**src/rtl/shift_ctrl_pkg.sv**
```systemverilog
// Shared types and defaults for the shift-load controller and its hold timer.
package shift_ctrl_pkg;

  localparam int DEF_WIDTH      = 4;
  localparam int DEF_BIT_CYCLES = 1;

  typedef enum logic [2:0] {
    IDLE  = 3'd0,
    CLEAR = 3'd1,
    SHIFT = 3'd2,
    CHECK = 3'd3,
    DONE  = 3'd4
  } ctrl_state_t;

endpackage

```
**src/rtl/shift_hold_timer.sv**
```systemverilog
// Counts how many cycles the current serial bit has been held; flags the last one.
module shift_hold_timer
  import shift_ctrl_pkg::*;
#(
  parameter int  BIT_CYCLES = DEF_BIT_CYCLES,
  localparam int CNT_W      = (BIT_CYCLES > 1) ? $clog2(BIT_CYCLES) : 1
) (
  input  logic             clk,
  input  logic             rst,
  input  logic             restart,
  input  logic             run,
  output logic [CNT_W-1:0] cnt,
  output logic             last
);

  localparam logic [CNT_W-1:0] CNT_MAX = CNT_W'(BIT_CYCLES - 1);

  logic [CNT_W-1:0] cnt_r;
  logic             last_s;

  assign last_s = (cnt_r == CNT_MAX);

  // hold counter: saturates at its terminal value instead of wrapping
  always_ff @(posedge clk or posedge rst) begin
    if (rst) begin
      cnt_r <= {CNT_W{1'b0}};
    end else if (restart) begin
      cnt_r <= {CNT_W{1'b0}};
    end else if (run && !last_s) begin
      cnt_r <= cnt_r + CNT_W'(1);
    end else begin
      cnt_r <= cnt_r;
    end
  end

  assign cnt  = cnt_r;
  assign last = last_s;

endmodule

```
**src/rtl/shift_load_ctrl.sv**
```systemverilog
// Sequences a serial-in shift datapath: clear, shift a latched pattern in MSB
// first, then read back the parallel output for match and clear-error status.
module shift_load_ctrl
  import shift_ctrl_pkg::*;
#(
  parameter int WIDTH      = DEF_WIDTH,
  parameter int BIT_CYCLES = DEF_BIT_CYCLES
) (
  input  logic             clk,
  input  logic             rst,
  input  logic             start,
  input  logic [WIDTH-1:0] pattern,
  input  logic [WIDTH-1:0] r_in,
  output logic             a,
  output logic             shift_en,
  output logic             clr,
  output logic             busy,
  output logic             done,
  output logic             match,
  output logic             clr_err
);

  localparam int IDX_W = $clog2(WIDTH);
  localparam int CNT_W = (BIT_CYCLES > 1) ? $clog2(BIT_CYCLES) : 1;
  localparam logic [IDX_W-1:0] IDX_TOP = IDX_W'(WIDTH - 1);

  ctrl_state_t      state_r;
  ctrl_state_t      state_s;
  logic [WIDTH-1:0] pat_r;
  logic [IDX_W-1:0] bit_idx_r;
  logic [CNT_W-1:0] hold_cnt_s;
  logic             last_s;
  logic             accept_s;
  logic             restart_s;
  logic             run_s;
  logic             match_r;
  logic             clr_err_r;

  assign accept_s  = (state_r == IDLE) && start;
  assign run_s     = (state_r == SHIFT);
  assign restart_s = (state_r == CLEAR) || ((state_r == SHIFT) && last_s);

  shift_hold_timer #(.BIT_CYCLES(BIT_CYCLES)) u_hold_timer (
    .clk     (clk),
    .rst     (rst),
    .restart (restart_s),
    .run     (run_s),
    .cnt     (hold_cnt_s),
    .last    (last_s)
  );

  // state register
  always_ff @(posedge clk or posedge rst) begin
    if (rst) begin
      state_r <= IDLE;
    end else begin
      state_r <= state_s;
    end
  end

  // next-state logic
  always_comb begin
    state_s = state_r;
    case (state_r)
      IDLE: begin
        if (start) state_s = CLEAR;
        else       state_s = IDLE;
      end
      CLEAR: state_s = SHIFT;
      SHIFT: begin
        if (last_s && (bit_idx_r == {IDX_W{1'b0}})) state_s = CHECK;
        else                                        state_s = SHIFT;
      end
      CHECK:   state_s = DONE;
      DONE:    state_s = IDLE;
      default: state_s = IDLE;
    endcase
  end

  // pattern latch and bit index, walking MSB to LSB without wrapping
  always_ff @(posedge clk or posedge rst) begin
    if (rst) begin
      pat_r     <= {WIDTH{1'b0}};
      bit_idx_r <= {IDX_W{1'b0}};
    end else begin
      if (accept_s) pat_r <= pattern;
      else          pat_r <= pat_r;
      if (state_r == CLEAR)
        bit_idx_r <= IDX_TOP;
      else if (run_s && last_s && (bit_idx_r != {IDX_W{1'b0}}))
        bit_idx_r <= bit_idx_r - IDX_W'(1);
      else
        bit_idx_r <= bit_idx_r;
    end
  end

  // status flags: cleared on accept, sampled from the datapath at fixed points
  always_ff @(posedge clk or posedge rst) begin
    if (rst) begin
      match_r   <= 1'b0;
      clr_err_r <= 1'b0;
    end else if (accept_s) begin
      match_r   <= 1'b0;
      clr_err_r <= 1'b0;
    end else begin
      if (run_s && (bit_idx_r == IDX_TOP) && (hold_cnt_s == {CNT_W{1'b0}}))
        clr_err_r <= |r_in;
      else
        clr_err_r <= clr_err_r;
      if (state_r == CHECK) match_r <= (r_in == pat_r);
      else                  match_r <= match_r;
    end
  end

  // Moore output decode from registered state, index and hold counter
  always_comb begin
    a        = 1'b0;
    shift_en = 1'b0;
    clr      = 1'b0;
    done     = 1'b0;
    busy     = (state_r != IDLE);
    case (state_r)
      CLEAR: clr = 1'b1;
      SHIFT: begin
        a        = pat_r[bit_idx_r];
        shift_en = last_s;
      end
      DONE:    done = 1'b1;
      default: begin
        a        = 1'b0;
        shift_en = 1'b0;
      end
    endcase
  end

  assign match   = match_r;
  assign clr_err = clr_err_r;

endmodule

```
**config.mk**
```make
export PLATFORM = sky130hd
export DESIGN_NAME = shift_load_ctrl
export DESIGN_NICKNAME = d
export VERILOG_FILES = /design/src/rtl/shift_ctrl_pkg.sv /design/src/rtl/shift_hold_timer.sv /design/src/rtl/shift_load_ctrl.sv
export SDC_FILE = /design/constraint.sdc
export NUM_CORES = 1
export LEC_CHECK = 0
export CAP_MARGIN = 5
export CORE_UTILIZATION = 25
export DETAILED_ROUTE_END_ITERATION = 7
export GPL_ROUTABILITY_DRIVEN = 0
export PLACE_DENSITY = 0.54
export SLEW_MARGIN = 20
export SYNTH_ARGS = -nofsm -noshare
export SYNTH_HDL_FRONTEND = slang
export SYNTH_HIERARCHICAL = 1
export SYNTH_SLANG_ARGS = --single-unit
```
**constraint.sdc**
```tcl
create_clock -name clk -period 3.25 [get_ports clk]
set_input_delay 0.325 -clock clk [delete_from_list [all_inputs] [get_ports clk]]
set_output_delay 0.325 -clock clk [all_outputs]
set_load 0.02 [all_outputs]
```
# Word level (Yosys, flattened, before mapping)
# Index checks and enable logic that the tools add are counted.
# word_totals
register_bits,12
out_inout_bits,7
wordCells,50
# op_classes
reduce_logical,17
n_bitwise,1
add_sub_neg,2
eq_ne,6
mux,17
order_cmp,1
# ops
operator,count
$mux 1,13
$pmux 3 s4,1
$reduce_bool 2->1,5
$logic_and 1x1->1,7
$eq 3x2->1 const B,2
$eq 4x4->1,1
$mux 2,2
$reduce_or 4->1,1
$eq 3x1->1 const B,1
$eq 3x3->1 const B,1
$logic_not 3->1,1
$lt 2x3->1 const B,1
$reduce_bool 3->1,1
$bmux 1 s2,1
$eq 2x2->1 const B,1
$logic_not 2->1,1
$sub 2x1->2 const B,1
$add 1x1->1 const B,1
$logic_or 1x1->1,1
$not 1->1,1

# Depth between registers and ports, before layout
# Gate-level depths: netlist of the first run.
# logic_depth
depth_word,5
ltp_mapped,4

# Hierarchy
# Netlist of the first run, hierarchy kept.
# modules_own_cells
module,cells_each,n_inst,area_per_inst_um2
shift_load_ctrl,53,1,604.3
shift_hold_timer,4,1,45.0

# Worst setup path after synthesis of the first run
# No wires, ideal clock.
# synth_timing
kind,flip-flop to output port
from,reg bit_idx_r[0]
to,out a
path_stages_with_launch,3
setup_slack_ps,1823
arrival_time_ps,1102
n_path_buf,0
t_required_ps,2925
path_cell_list,dfrtp_1 > mux4_2 > and2_1
# synth_via
elab_chain_cells,3
# synth_lines
element,line_no,rtl
"start, declared",shift_load_ctrl.sv:30,logic [IDX_W-1:0] bit_idx_r;
"start signal, assigned",shift_load_ctrl.sv:84,bit_idx_r <= {IDX_W{1'b0}};
"start signal, assigned",shift_load_ctrl.sv:91,bit_idx_r <= bit_idx_r - IDX_W'(1);
"start signal, assigned",shift_load_ctrl.sv:93,bit_idx_r <= bit_idx_r;
$bmux 1 s2,shift_load_ctrl.sv:125,a = pat_r[bit_idx_r];
$mux 1 (implied by the code),shift_load_ctrl.sv:125,
$mux 1,shift_load_ctrl.sv:122,case (state_r)
"end, declared",shift_load_ctrl.sv:14,"output logic a,"
# No other way between the ends. The select of a mux whose other input is x is not followed.

# Worst setup path in the final report of the first run
# Ends and elaborated chain as after synthesis.

==> out/qor.txt, run 1 <==
Finish-stage setup viols: 0
Type of origin of the critical path: register
Synth warn: 6
Nets: 92
Most used DFF post-synth: dfrtp_1
Diodes inserted: 0
Antenna-violating nets left: 0
H-tree depth: 1
Leakage Power: 0.389 nW
Peak supply drop: 0.450 mV
Final Hold Fails: 0
Reg clk slew, reported paths: 70 ps
Met2 Track Usage GR: 17.3%
Antenna violations before repair: 0
TritonCTS Buffers: 3
Max Cap Viol: 0
Vias in the first global route: 498
Max Buffers Root-to-Sink: 2
Clock Latency Late Sink: 270 ps
Met3 Track Usage GR: 1.72%
Detailed placer's ending HPWL: 971 µm
Crit path kind: register to output port
Count of cell types in the netlist: 25
Starting Density: 26.5%
FMAX: 0.450 GHz
Via/cell ratio: 4.44
Die area: 2810 µm²
CTS resizes: 0
Setup total negative slack: 0 ps
Sequential share of the synthesized area: 46.2%
DRT iter0 DRCs: 10
Die width: 53.0 µm
Period utilization: 68.4%
Status: completed
Fin. max-slew vios: 0
Grt ovf: 0
Share of the synthesized area in the top cell type: 46.2%
Mean post-synth cell area: 11.4 µm²
Post-Syn Area: 649 µm²
Syn_nets: 70
Fill cell count: 258
First-pass GRT wire length: 2.23 mm
Residual DRC: 0
Die height: 53.0 µm
Area Growth Syn to Fin: 35.5%
GR Util met1: 14.9%
Largest net degree at the start of global routing: 12
P per Cell Area: 858 nW/µm²
Top Usage Layer GRT: met2
Post-synth top area cell: dfrtp_1
Clk sink count: 12
Maximum fanout along the worst path: 5
Ranking of synthesized cells by instance count: dfrtp_1, inv_1, mux2_2, xnor2_1, o21ai_0
Final Core Density: 35.8%
Layout cell share with drive strength beyond 1: 15.6%
Post-CTS setup buffer count: 0
Port bufs: 17
CTS Hold Buffers Added: 0
Avg WL per Cell: 12.0 µm
Mapped Cells: 57
Root buffer cell: clkbuf_4
Number of detailed-route iterations in the first pass: 4
Slew headroom: 67.3%
I/O pin total: 18
Setup Skew: 1.00 ps
Min Clock Period, post-route: 2220 ps
Number of synthesized register bits: 12
WP data required: 2920 ps
Final instance area: 880 µm²
Routed via count: 475
Crit-path cells: mux4_2 > and2_1 > clkdlybuf4s50_1
Rows: 18
Kind of end point of the critical path: output port
Hold Path Class: input port to asynchronous set/reset pin
Worst slew pin tran: 488 ps
Post-synth EDFFs: 0
Core region area: 2450 µm²
Top cells by area, synth: dfrtp_1, mux2_2, xnor2_1, inv_1, ha_1
DP Area: 857 µm²
Max stage delay on crit path: 530 ps
Crit path DAT: 1900 ps
Crit-path slowest cell: clkdlybuf4s50_1
Ys async rst share: 100%
GR Util All Layers: 11.5%
WL final: 1.28 mm
RSZ-0062 raised after global routing: false
CTS tree: built
Count leader, synth: dfrtp_1
registers in the layout (all words and copies together), names as in the netlist:
name / count
clr_err: 1
state_r: 3
bit_idx_r: 2
u_hold_timer/cnt: 1
match: 1
pat_r: 4
path summary, 6_finish.rpt:
path	slack (ps)	end	start	cells after the start
setup / recovery	1030	a	bit_idx_r[0]	3
hold / removal	210	u_hold_timer/cnt	rst	2
setup reg to reg	1760	pat_r[2]	state_r[2]	2
hold reg to reg	520	match	match	2
max in group asynchronous	2560	pat_r[1]	rst	2
min in group clk	520	match	match	2
through the flow:
stage	worst slack [ps]	cells	hold slack [ps]	total power [W]
2_1_floorplan	1820	57	53.7	0.000533
4_1_cts	1010	107	211	0.000765
5_1_grt	891	107	236	0.000821
3_5_place_dp	1330	104	504	0.000670
6_report	1030	107	212	0.000755
3_3_place_gp	1330	104	499	0.000662
layout make-up:
cell class	count	area (µm²)	area share (%)
multi-input cells	36	315	35.8
flip-flops and latches	12	300	34.1
repair buffers	17	170	19.3
well taps	30	37.5	4.27
inverters	9	33.8	3.84
clock buffers	3	22.5	2.56
cells by family after synthesis:
kind of cell	Yosys count	synth area share [%]
and+or+nand+nor	19	23.1
DFF	12	46.2
buffers and inverters	9	5.20
AOI/OAI and AO/OA	6	5.78
muxes	5	10.4
xor gates and xnor gates	4	5.39
adders and majority gates	2	3.85
power breakdown:
| part | total (W) | internal, W | switching (W) | leakage, nW |
|---|---|---|---|---|
| logic | 0.000376 | 0.000208 | 0.000168 | 0.227 |
| clock network | 0.0000926 | 0.0000429 | 0.0000497 | 0.0138 |
| registers | 0.000286 | 0.000211 | 0.0000750 | 0.149 |
cells in the final DEF, fill, tap and decap left out, drive strengths merged, types with 2 or more instances in the layout:
| cell | netlist | routed |
|---|---|---|
| nand2 | 2 | 2 |
| clkbuf | 0 | 3 |
| clkdlybuf4s50 | 0 | 17 |
| mux2 | 4 | 4 |
| nand3b | 2 | 2 |
| dfrtp | 12 | 12 |
| o21ai | 3 | 3 |
| nor3b | 3 | 3 |
| ha | 2 | 2 |
| xnor2 | 4 | 4 |
| inv | 9 | 9 |
| or3 | 2 | 2 |
critical path: cells and delay by family (launching register included):
kind	cells	cell delay, ps
AND/OR/NAND/NOR	1	170
flip-flops	1	420
multiplexers	1	500
buffers and inverters	1	530
metal layers:
layer  vias to the layer above  wire length (µm)
met1                       215               616
met4                         0                36
met5                         -                 0
li1                        242                 -
met2                        13               569
met3                         5                58
Note: power is estimated with default switching activity, not from simulation.
==> inputs of run 2 (changes only) <==
==> constraint.sdc (replaced) <==
create_clock -name clk -period 2.09 [get_ports clk]
set_input_delay 0.209 -clock clk [delete_from_list [all_inputs] [get_ports clk]]
set_output_delay 0.209 -clock clk [all_outputs]
set_load 0.02 [all_outputs]
==> run 2 against run 1 <==
Worst setup slack lost 900 ps. Non-clock buffer count is the same. First-iteration DRC count increased by 10%. Critical path type unchanged. Critical endpoint is now shift_en. Highest routed layer unchanged.
==> out/qor.txt, run 2 (synthesis results as in run 1) <==
Setup total negative slack: 0 ps
Nets: 92
Max Cap Viol: 0
Vias in the first global route: 492
Post-CTS setup buffer count: 0
WP data required: 1880 ps
Clock Latency Late Sink: 270 ps
Peak supply drop: 0.674 mV
Most frequent cells in the layout: clkdlybuf4s50_1, dfrtp_1, inv_1
Layout cell share with drive strength beyond 1: 16.9%
Crit path DAT: 1750 ps
Min Clock Period, post-route: 1960 ps
Area Growth Syn to Fin: 37.8%
Worst reg2reg path depth: 2
First-pass GRT wire length: 2.21 mm
Clock network power share: 12.0%
RSZ-0062 raised after global routing: false
Register with the most flip-flops: pat_r
Rows: 18
DRT iter0 DRCs: 11
Core region area: 2450 µm²
Final total power: 0.00119 W
Setup Skew: 1.88 ps
Internal: 0.000730 W
Fill cell count: 253
Port bufs: 17
Grt ovf: 0
Area of the multi-input gates: 332 µm²
Diodes inserted: 0
Max reg flops: 4
Crit path kind: register to output port
Sequential power share: 37.7%
CTS tree: built
Antenna violations before repair: 0
Largest regs: pat_r (4), state_r (3), bit_idx_r (2)
TritonCTS Buffers: 3
CTS Hold Buffers Added: 0
H-tree depth: 1
I/O pin total: 18
Hold Path Class: input port to asynchronous set/reset pin
Starting Density: 26.5%
Die height: 53.0 µm
Avg WL per Cell: 12.1 µm
Max Buffers Root-to-Sink: 2
Maximum fanout along the worst path: 7
Final std cells w/o fill: 107
Worst r2r src: state_r[2]
Critical path launch point: state_r[0]
Antenna-violating nets left: 0
Largest net degree at the start of global routing: 12
FMAX: 0.509 GHz
Most common cell after layout, fill and taps aside: clkdlybuf4s50_1
Reg-to-reg slack, setup: 590 ps
Number of detailed-route iterations in the first pass: 4
Switching Fraction: 38.7%
Status: completed
Type of origin of the critical path: register
Fin. max-slew vios: 0
Via/cell ratio: 4.49
Reg clk slew, reported paths: 70 ps
Final Hold Fails: 0
Root buffer cell: clkbuf_4
Switching Power: 0.000460 W
Storage cell area: 300 µm²
Residual DRC: 0
Kind of end point of the critical path: output port
Worst slew pin tran: 494 ps
Die area: 2810 µm²
Detailed placer's ending HPWL: 971 µm
Slew headroom: 66.9%
P per Cell Area: 1330 nW/µm²
PnR worst setup slack: 127 ps
Placed Cells incl. Taps: 104
Finish-stage setup viols: 0
Period utilization: 93.9%
Gate power share: 50.3%
DP Worst Slack: 284 ps
Routed via count: 480
Die width: 53.0 µm
Clk sink count: 12
WL final: 1.29 mm
Reg2reg end: pat_r[2]
GR Util All Layers: 11.4%
Leakage Power: 0.396 nW
[run 2: changes by cell type in the layout (fill, tap and decap cells not counted)]
cell	previous run	this run
clkdlybuf4s50_1	17	16
dlygate4sd2_1	0	1
nand4bb_1	1	0
nand4bb_4	0	1
[run 2: worst max-delay path: stages, from the launching register on]
cell and delay, ps:
dfrtp_1 470, nand4bb_4 310, inv_1 110, clkdlybuf4s50_1 600
[run 2: what timing repair did]
action | 4_1_cts | 5_1_grt
setup endpoints to repair | 1 | 1
gates cloned | 0 | 0
resized for setup | 1 | 2
[run 2: worst max path at each step]
stage | to | slack, ps | cells past startpoint
after floorplan | pat_r[0] | 740 | 2
after global placement | a | 290 | 3
after detailed placement | a | 280 | 3
after CTS | shift_en | 7 | 3
after global routing | shift_en | 60 | 3
final | shift_en | 130 | 3
[run 2: power by group through the flow]
stage	Combinational [W]	Sequential, W	Clock, W
3_5_place_dp	0.000592	0.000451	0
4_1_cts	0.000587	0.000446	0.000150
2_1_floorplan	0.000392	0.000436	0
5_1_grt	0.000668	0.000468	0.000158
3_3_place_gp	0.000582	0.000447	0
6_report	0.000598	0.000449	0.000143
[run 2: final cells by class]
| type | instances | area share [%] |
|---|---|---|
| sequential | 12 | 33.6 |
| timing repair buffer | 17 | 18.9 |
| tap | 30 | 4.20 |
| inverter | 9 | 3.78 |
| clock buffer | 3 | 2.52 |
| multi-input combinational | 36 | 37.1 |
[run 2: routing by layer]
layer	GRT usage [%]	wire length, µm	vias to the layer above	share of wire [%]
met5	0	0	-	0
met4	7.89	25	0	1.9
met3	1.72	64	4	5.0
met2	17.3	589	12	46
met1	14.7	611	222	47
li1	-	-	242	-
[run 2: per-stage QoR]
stage / util (%) / hold WS [ps] / instance area (µm²)
floorplan: - / -62.3 / 649
global placement: 34.9 / 383 / 857
detailed placement: 34.9 / 394 / 857
CTS: 35.8 / 94.8 / 878
global route: 36.4 / 120 / 895
finish: 36.4 / 99.1 / 895
==> inputs of run 3 (changes only) <==
--- a/config.mk
+++ b/config.mk
@@ -5,7 +5,6 @@
 export SDC_FILE = /design/constraint.sdc
 export NUM_CORES = 1
 export LEC_CHECK = 0
-export CAP_MARGIN = 5
 export CORE_UTILIZATION = 25
 export DETAILED_ROUTE_END_ITERATION = 7
 export GPL_ROUTABILITY_DRIVEN = 0
==> results of run 3 <==
The final DEF is identical to that of run 2; final timing and power are the same.
